[config.mk]
export PLATFORM = sky130hd
export DESIGN_NAME = id_ex_pipeline_reg
export DESIGN_NICKNAME = d
export VERILOG_FILES = /design/src/rtl/common.sv /design/src/rtl/id_ex_pipeline_reg.sv
export SDC_FILE = /design/constraint.sdc
export NUM_CORES = 1
export LEC_CHECK = 0
export BUFFER_PORTS_ARGS = -buffer_cell sky130_fd_sc_hd__buf_2
export CAP_MARGIN = 0
export CORE_MARGIN = 2
export CORE_UTILIZATION = 54
export CTS_CLUSTER_SIZE = 10
export DETAILED_ROUTE_END_ITERATION = 8
export PLACE_DENSITY = 0.8
export RECOVER_POWER = 100
export REMOVE_ABC_BUFFERS = 1
export SYNTH_ARGS = -nofsm -noshare
export SYNTH_HDL_FRONTEND = slang
export SYNTH_SLANG_ARGS = --single-unit
[constraint.sdc]
create_clock -name clk -period 2.3 [get_ports clk]
set_input_delay 0.115 -clock clk [delete_from_list [all_inputs] [get_ports clk]]
set_output_delay 0.115 -clock clk [all_outputs]
set_load 0.02 [all_outputs]
[src/rtl/common.sv]
// Shared decode/execute types.
package common;

   // Decoded control word; the all-zero encoding is a NOP with no side effects.
   typedef struct packed {
      logic       reg_write;
      logic       mem_read;
      logic       mem_write;
      logic       mem_to_reg;
      logic       branch;
      logic       jump;
      logic       alu_src;
      logic [3:0] alu_op;
   } control_type;

endpackage

[src/rtl/id_ex_pipeline_reg.sv]
// ID/EX pipeline register: two-entry skid buffer between decode and execute.
// Beats are held in strict FIFO order; dec_ready and all outputs come from flops.
// Optional feature macro: ID_EX_STALL_CNT_EN adds the 32-bit stall_cycles counter.
module id_ex_pipeline_reg #(
   parameter int unsigned XLEN = 32
) (
   input  logic                                 clk,
   input  logic                                 rst_n,
   input  logic [XLEN-1:0]                      dec_data1,
   input  logic [XLEN-1:0]                      dec_data2,
   input  logic [XLEN-1:0]                      dec_immediate_data,
   input  logic [$bits(common::control_type)-1:0] dec_control,
   input  logic                                 dec_compflg,
   input  logic [XLEN-1:0]                      dec_program_counter,
   input  logic                                 dec_valid,
   output logic                                 dec_ready,
   input  logic                                 flush,
   input  logic                                 ex_ready,
   output logic [XLEN-1:0]                      data1,
   output logic [XLEN-1:0]                      data2,
   output logic [XLEN-1:0]                      immediate_data,
   output logic [XLEN-1:0]                      program_counter_in,
   output common::control_type                  control_in,
   output logic                                 compflg_in,
   output logic                                 instr_valid_ex_in
`ifdef ID_EX_STALL_CNT_EN
   ,
   output logic [31:0]                          stall_cycles
`endif
);

   localparam int unsigned CNT_W = 32;

   typedef enum logic [1:0] {
      S_EMPTY = 2'd0,
      S_ONE   = 2'd1,
      S_TWO   = 2'd2
   } state_e;

   state_e state_q;
   state_e state_d;

   logic up_xfer;
   logic down_xfer;
   logic load_out_dec;
   logic load_out_skd;
   logic load_skd;

   common::control_type dec_ctrl;

   logic [XLEN-1:0]     skd_data1;
   logic [XLEN-1:0]     skd_data2;
   logic [XLEN-1:0]     skd_imm;
   logic [XLEN-1:0]     skd_pc;
   common::control_type skd_ctrl;
   logic                skd_compflg;

   assign dec_ctrl  = common::control_type'(dec_control);
   assign up_xfer   = dec_valid && dec_ready;
   assign down_xfer = instr_valid_ex_in && ex_ready;

   // Occupancy state register.
   always_ff @(posedge clk or negedge rst_n) begin
      if (!rst_n) begin
         state_q <= S_EMPTY;
      end else begin
         state_q <= state_d;
      end
   end

   // Next occupancy and datapath load strobes; flush overrides every transfer.
   always_comb begin
      state_d      = state_q;
      load_out_dec = 1'b0;
      load_out_skd = 1'b0;
      load_skd     = 1'b0;
      if (flush) begin
         state_d = S_EMPTY;
      end else begin
         case (state_q)
            S_EMPTY: begin
               if (up_xfer) begin
                  load_out_dec = 1'b1;
                  state_d      = S_ONE;
               end
            end
            S_ONE: begin
               if (down_xfer && up_xfer) begin
                  load_out_dec = 1'b1;
               end else if (down_xfer) begin
                  state_d = S_EMPTY;
               end else if (up_xfer) begin
                  load_skd = 1'b1;
                  state_d  = S_TWO;
               end
            end
            S_TWO: begin
               if (down_xfer) begin
                  load_out_skd = 1'b1;
                  state_d      = S_ONE;
               end
            end
            default: begin
               state_d = S_EMPTY;
            end
         endcase
      end
   end

   // Registered handshake outputs derived from the next occupancy.
   always_ff @(posedge clk or negedge rst_n) begin
      if (!rst_n) begin
         dec_ready         <= 1'b0;
         instr_valid_ex_in <= 1'b0;
      end else begin
         dec_ready         <= (state_d != S_TWO);
         instr_valid_ex_in <= (state_d != S_EMPTY);
      end
   end

   // Output payload register; control is forced to NOP whenever the output goes empty.
   always_ff @(posedge clk or negedge rst_n) begin
      if (!rst_n) begin
         data1              <= '0;
         data2              <= '0;
         immediate_data     <= '0;
         program_counter_in <= '0;
         control_in         <= '0;
         compflg_in         <= 1'b0;
      end else begin
         if (load_out_dec) begin
            data1              <= dec_data1;
            data2              <= dec_data2;
            immediate_data     <= dec_immediate_data;
            program_counter_in <= dec_program_counter;
            control_in         <= dec_ctrl;
            compflg_in         <= dec_compflg;
         end else if (load_out_skd) begin
            data1              <= skd_data1;
            data2              <= skd_data2;
            immediate_data     <= skd_imm;
            program_counter_in <= skd_pc;
            control_in         <= skd_ctrl;
            compflg_in         <= skd_compflg;
         end
         if (state_d == S_EMPTY) begin
            control_in <= '0;
         end
      end
   end

   // Skid register capturing the beat accepted while the output is stalled.
   always_ff @(posedge clk or negedge rst_n) begin
      if (!rst_n) begin
         skd_data1   <= '0;
         skd_data2   <= '0;
         skd_imm     <= '0;
         skd_pc      <= '0;
         skd_ctrl    <= '0;
         skd_compflg <= 1'b0;
      end else if (load_skd) begin
         skd_data1   <= dec_data1;
         skd_data2   <= dec_data2;
         skd_imm     <= dec_immediate_data;
         skd_pc      <= dec_program_counter;
         skd_ctrl    <= dec_ctrl;
         skd_compflg <= dec_compflg;
      end
   end

`ifdef ID_EX_STALL_CNT_EN
   logic [CNT_W-1:0] stall_cnt_q;

   // Saturating count of cycles where a valid output waits on execute; flush does not clear it.
   always_ff @(posedge clk or negedge rst_n) begin
      if (!rst_n) begin
         stall_cnt_q <= '0;
      end else if (instr_valid_ex_in && !ex_ready && (stall_cnt_q != {CNT_W{1'b1}})) begin
         stall_cnt_q <= stall_cnt_q + CNT_W'(1);
      end
   end

   assign stall_cycles = stall_cnt_q;
`endif

endmodule
# [After elaboration in Yosys (flattened, before gate mapping)]
# Cells that the tools add are included.
[classes] div=0 n_bitwise=0 n_addsub=0 order_cmp=0 multipliers=0 shifts=0 muxes=31 n_reduce_logical=8 n_eq_ne=3
[ops] cell="two-way mux 32 bit" count=8
[ops] cell="two-way mux 11 bit" count=3
[ops] cell="two-way mux 1 bit" count=12
[ops] cell="two-way mux 2 bit" count=6
[ops] cell="one-hot mux 2 bit (3 select lines)" count=1
[ops] cell="logical NOT 2 bit" count=2
[ops] cell="nonzero test 2 bit" count=2
[ops] cell="logical AND 1 bit" count=3
[ops] cell="nonzero test 3 bit" count=1
[ops] cell="== test 2 x 1 -> 1 bit, second input constant" count=1
[ops] cell="== test 2 bit, second input constant" count=1
[ops] cell="inequality test 2 bit, second input constant" count=1
[ops] cell="one-hot mux 1 bit (2 select lines)" count=1
[word_totals] ramBits=0 romBits=0 latchBits=0 word_cells=71 memories=0 output_inout_bits=142 ff_bits=284

# [Logic depth before layout (Yosys ltp)]
[depth] ltp_word=8 depth_mapped=8 ltp_nobuf=4

# [Worst setup path before layout]
# No wires, ideal clock.
[synth_path] path_kind="flip-flop to flip-flop" start="reg instr_valid_ex_in" end="reg data2[18]" path_slack_ns=0.223 required_time_ns=2.175 arrival_ns=1.953 synth_period_minus_slack_ns=2.077 path_stages_with_launch=8 cell_sequence="dfrtp_1 > a21bo_4 > or3b_1 > buf_2 > buf_6 > buf_6 > mux2_4 > mux2_2"
[synth_via] elab_chain_len=6 word_cells_on_any_way=10 classes_between="mux (7); reduce/logical (3)"
[synth_rtl] item="start: declaration" line="id_ex_pipeline_reg.sv:25" source="output logic instr_valid_ex_in"
[synth_rtl] item="start signal: assignment" line="id_ex_pipeline_reg.sv:117" source="instr_valid_ex_in <= (state_d != S_EMPTY);"
[synth_rtl] item="logical AND 1 bit (*)" line="id_ex_pipeline_reg.sv:60" source="assign down_xfer = instr_valid_ex_in && ex_ready;"
[synth_rtl] item="logical AND 1 bit" line="id_ex_pipeline_reg.sv:88" source="if (down_xfer && up_xfer) begin"
[synth_rtl] item="two-way mux 1 bit" line="id_ex_pipeline_reg.sv:88"
[synth_rtl] item="one-hot mux 1 bit (2 select lines)" line="id_ex_pipeline_reg.sv:80" source="case (state_q)"
[synth_rtl] item="two-way mux 1 bit" line="id_ex_pipeline_reg.sv:77" source="if (flush) begin"
[synth_rtl] item="two-way mux 32 bit / nonzero test 2 bit (equally long branches)"
[synth_rtl] item="end signal: assignment" line="id_ex_pipeline_reg.sv:133" source="data2 <= dec_data2;"
[synth_rtl] item="end signal: assignment" line="id_ex_pipeline_reg.sv:140" source="data2 <= skd_data2;"
[synth_rtl] item="end: declaration" line="id_ex_pipeline_reg.sv:20" source="output logic [XLEN-1:0] data2,"
# Every way passes the cells marked *; elsewhere a longest branch is shown, timed or not.
# A chain may end at the register's enable or synchronous reset.

# [Worst setup path after layout]
[layout_path] start="reg state_q[0]" end="reg data2[17]"
[layout_via] elab_chain_len=4 word_cells_on_any_way=9 classes_between="eq/ne (2); mux (5); reduce/logical (2)"
[layout_rtl] item="start: declaration" line="id_ex_pipeline_reg.sv:40" source="state_e state_q;"
[layout_rtl] item="start signal: assignment" line="id_ex_pipeline_reg.sv:67" source="state_q <= state_d;"
[layout_rtl] item="== test 2 x 1 -> 1 bit (tied with other cells)" line="id_ex_pipeline_reg.sv:80"
[layout_rtl] item="one-hot mux 1 bit (2 select lines) / two-way mux 1 bit (equally long branches)" line="id_ex_pipeline_reg.sv:80"
[layout_rtl] item="two-way mux 1 bit" line="id_ex_pipeline_reg.sv:77"
[layout_rtl] item="two-way mux 32 bit / nonzero test 2 bit (equally long branches)"
# Parallel ways exist; a longest one is shown, timed or not.

==> results.rst <==
.. list-table::
   :header-rows: 1

   * - Metric
     - Value
   * - Post-placement worst setup slack
     - 0.118 ns
   * - Number of detailed-route iterations in the first pass
     - 4
   * - Post-Route Setup TNS
     - 0 ns
   * - RePlAce Congestion
     - roughly 0.79
   * - Detailed Place HPWL
     - 17.6 mm
   * - Initial drt markers
     - around 360
   * - Maximum Capacitance Violations
     - 1
   * - Routed Antenna Nets
     - 0
   * - Leakage dissipation
     - 0.00752 uW
   * - Crit Path Category
     - flip-flop to flip-flop
   * - Clock transition time at the flip-flop clock pins of the worst setup and hold paths
     - roughly 0.050 ns
   * - Max VDD drop
     - 0.813 mV
   * - Via count of the first global-routing pass
     - a little over 9000
   * - Critical path's largest stage delay
     - about 0.43 ns
   * - Post-synthesis area per instance
     - 15.6 sq um
   * - Post-synth top area share
     - 0.567
   * - Vias/cell
     - 5.42
   * - Number of unique standard cell types used by synthesis
     - 27
   * - Largest net degree at the start of global routing
     - 68
   * - Total count of hold-check failures in the final report
     - 0
   * - Status
     - finished with violations
   * - Max-slew violation count
     - 63
   * - First element of the critical path
     - state_q[0]
   * - Total Die Area
     - 24500 sq um
   * - Startpoint of the worst hold path
     - dec_valid
   * - Wire length of the first global-routing pass
     - about 47 mm
   * - Height of the chip
     - 156 um
   * - Portion of the post-synthesis area used by sequential elements
     - 0.567
   * - Overflow after GRT
     - 0
   * - Cell type with the highest aggregate area in the netlist
     - sky130_fd_sc_hd__dfrtp_1
   * - Final critical delay including setup and external delays
     - 2.21 ns
   * - Power consumption
     - roughly 20000 uW
   * - CTS Buf Count
     - 34
   * - Share of final-layout standard cells stronger than drive strength 1
     - 0.473
   * - Cell-by-cell trace of the critical path
     - a21bo_1 -> or3b_4 -> buf_12 -> buf_12 -> mux2_1 -> mux2_4
   * - Worst-Margin Slew
     - 1.69 ns
   * - Clock latency on the worst-skew pair
     - roughly 0.49 ns
   * - Normalized max-slew margin
     - -0.129
   * - Most numerous cell on the critical path
     - sky130_fd_sc_hd__buf_12
   * - H-Tree Level Count
     - 2
   * - Worst EP arrival
     - 2.58 ns
   * - Area of the mapped netlist
     - 12500 sq um
   * - Clk root buf
     - sky130_fd_sc_hd__clkbuf_16
   * - Area contributors post-synth
     - sky130_fd_sc_hd__dfrtp_1 (57%), sky130_fd_sc_hd__mux2_2 (28%), sky130_fd_sc_hd__mux2_4 (9.7%), sky130_fd_sc_hd__buf_2 (1.2%), sky130_fd_sc_hd__nand2_1 (0.87%)
   * - Type of the worst min-delay path
     - primary input to flip-flop
   * - Cell area power density
     - 1200 nW/um^2
   * - Antenna violations before repair
     - 1
   * - Area after DPL
     - 14400 sq um
   * - Ys async rst share
     - 1.00
   * - Number of clock sinks
     - 284
   * - Routed vias
     - between 8000 and 9000
   * - Required time reported for the critical path endpoint
     - 2.67 ns
   * - Chip width
     - approximately 160 um
   * - Number of rows in the core area
     - 55
   * - PnR worst setup slack
     - 0.0919 ns
   * - Non-Filler Cell Area, Final
     - ~16000 sq um
   * - Detailed-route wire length
     - 29.9 mm
   * - CTS Buffer Depth
     - 3
   * - Clock tree from TritonCTS
     - built
   * - Cell with the most instances after synthesis
     - sky130_fd_sc_hd__mux2_2
   * - Commonest cells in the netlist
     - sky130_fd_sc_hd__mux2_2 (313), sky130_fd_sc_hd__dfrtp_1 (284), sky130_fd_sc_hd__mux2_4 (81)
   * - Area growth from synthesis to layout
     - 31.3%
   * - Critical path fanouts, max
     - 28
   * - Remaining design rule violation count
     - 0
   * - YS warnings
     - 0
   * - Period Utilization, post-route
     - 0.960
   * - Post-route core utilization
     - 0.725
   * - # IOs
     - 287
   * - Number of flip-flops and latches in the synthesized netlist
     - 284
   * - Total Routing Usage GR
     - 0.244
   * - Count of mapped cells out of synthesis
     - 803
   * - Number of buffers added on ports
     - roughly 290
   * - Critical path launch point type
     - flip-flop
   * - Floorplan Core Area
     - 22700 sq um
   * - Unrepaired setup endpoints after global routing
     - no
   * - Violations in the final reports
     - capacitance limit, slew limit
   * - Clock Skews
     - between 0.015 and 0.02 ns
   * - Flip-flop cell with the highest count after synthesis
     - sky130_fd_sc_hd__dfrtp_1
   * - Total number of nets in the final design
     - 1385
   * - Setup violation total in the final timing report
     - 0
   * - Type of element capturing the critical path
     - flip-flop
   * - Top achievable clock speed
     - between 400 and 500 MHz
   * - Number of buffers inserted by post-CTS setup repair
     - 0
   * - Effective utilization at floorplan
     - 0.552
   * - Cell with the biggest individual delay on the critical path
     - sky130_fd_sc_hd__or3b_4
   * - Number of flops mapped to enable cells by yosys
     - 0
   * - Average wire length per cell after detail routing
     - 19.6 um
   * - Critical R2R Launch
     - state_q[0]
path summary, 6_finish.rpt:
| path | endpoint | slack, ns | cells after the start |
|---|---|---|---|
| min reg2reg | skd_data2[15] | 0.50 | 1 |
| max in group asynchronous | skd_data2[21] | 0.44 | 3 |
| min | state_q[0] | 0.07 | 4 |
| max reg2reg | data2[17] | 0.09 | 6 |
| max | data2[17] | 0.09 | 6 |
| min in group asynchronous | program_counter_in[11] | 0.61 | 2 |
cells by family (layout without fill, tap and decap cells):
logic type             after synthesis  count (layout)  synth area share
buffers and inverters               52             493            0.0230
other                                0               1                 0
and+or+nand+nor                     52              52            0.0186
DFF                                284             284             0.567
AOI/OAI and AO/OA                   21              21            0.0136
muxes                              394             394             0.378
metal layers:
| layer | up-vias | share of wire | global-route usage |
|---|---|---|---|
| met2 | 277 | 0.52 | 0.430 |
| met3 | 85 | 0.065 | 0.0651 |
| met1 | 4196 | 0.38 | 0.286 |
| met5 | - | 0 | 0 |
| li1 | 3733 | - | - |
| met4 | 0 | 0.034 | 0.0913 |
registers in the layout (all words and copies together), names as in the netlist, 11 cells and up:
name / flops
control_in: 11
skd_pc: 32
skd_data2: 32
skd_data1: 32
skd_imm: 32
data1: 32
program_counter_in: 32
immediate_data: 32
skd_ctrl: 11
data2: 32
layout make-up:
type                       count  area, sq um
sequential                   284         7110
fill                        1466         6250
multi-input combinational    467         5100
timing repair buffer         451         2970
clock buffer                  39          911
tap                          285          357
clock inverter                 1         8.76
inverter                       2         7.51
antenna                        1         2.50
power breakdown:
group | total, uW | switching (uW) | internal, uW
Clock | 4630 | 1870 | 2760
Combinational | 6790 | 3370 | 3420
Sequential | 8410 | 1220 | 7190
worst max-delay path, delay by kind of cell, from the launching register on:
family | cells | cell delay, ns
AO/OA/AOI/OAI | 1 | 0.26
buffers and inverters | 2 | 0.37
flip-flops | 1 | 0.42
multiplexers | 2 | 0.58
AND/OR/NAND/NOR | 1 | 0.43
stage by stage:
step                hold slack [ns]  std cells
finish                       0.0670       1530
floorplan                    -0.181        753
global route                 0.0718       1530
global placement              0.110       1347
detailed placement            0.113       1347
CTS                          0.0371       1529
timing repair:
item / in CTS / in global routing
hold buffers: 142 / 0
endpoints found under the hold margin: 297 / 0
gates resized for setup: 0 / 1
endpoints found under the setup margin: 0 / 3
cells in the final DEF (no fill, tap or decap), drive strengths merged, types with 2 or more instances in the layout:
cell	n
mux2	394
dfrtp	284
clkbuf	184
buf	164
dlygate4sd3	142
nand2	29
nor2	14
a311oi	11
a21oi	4
inv	3
a31oi	2
No activity file was read; power rests on OpenSTA's default activity.
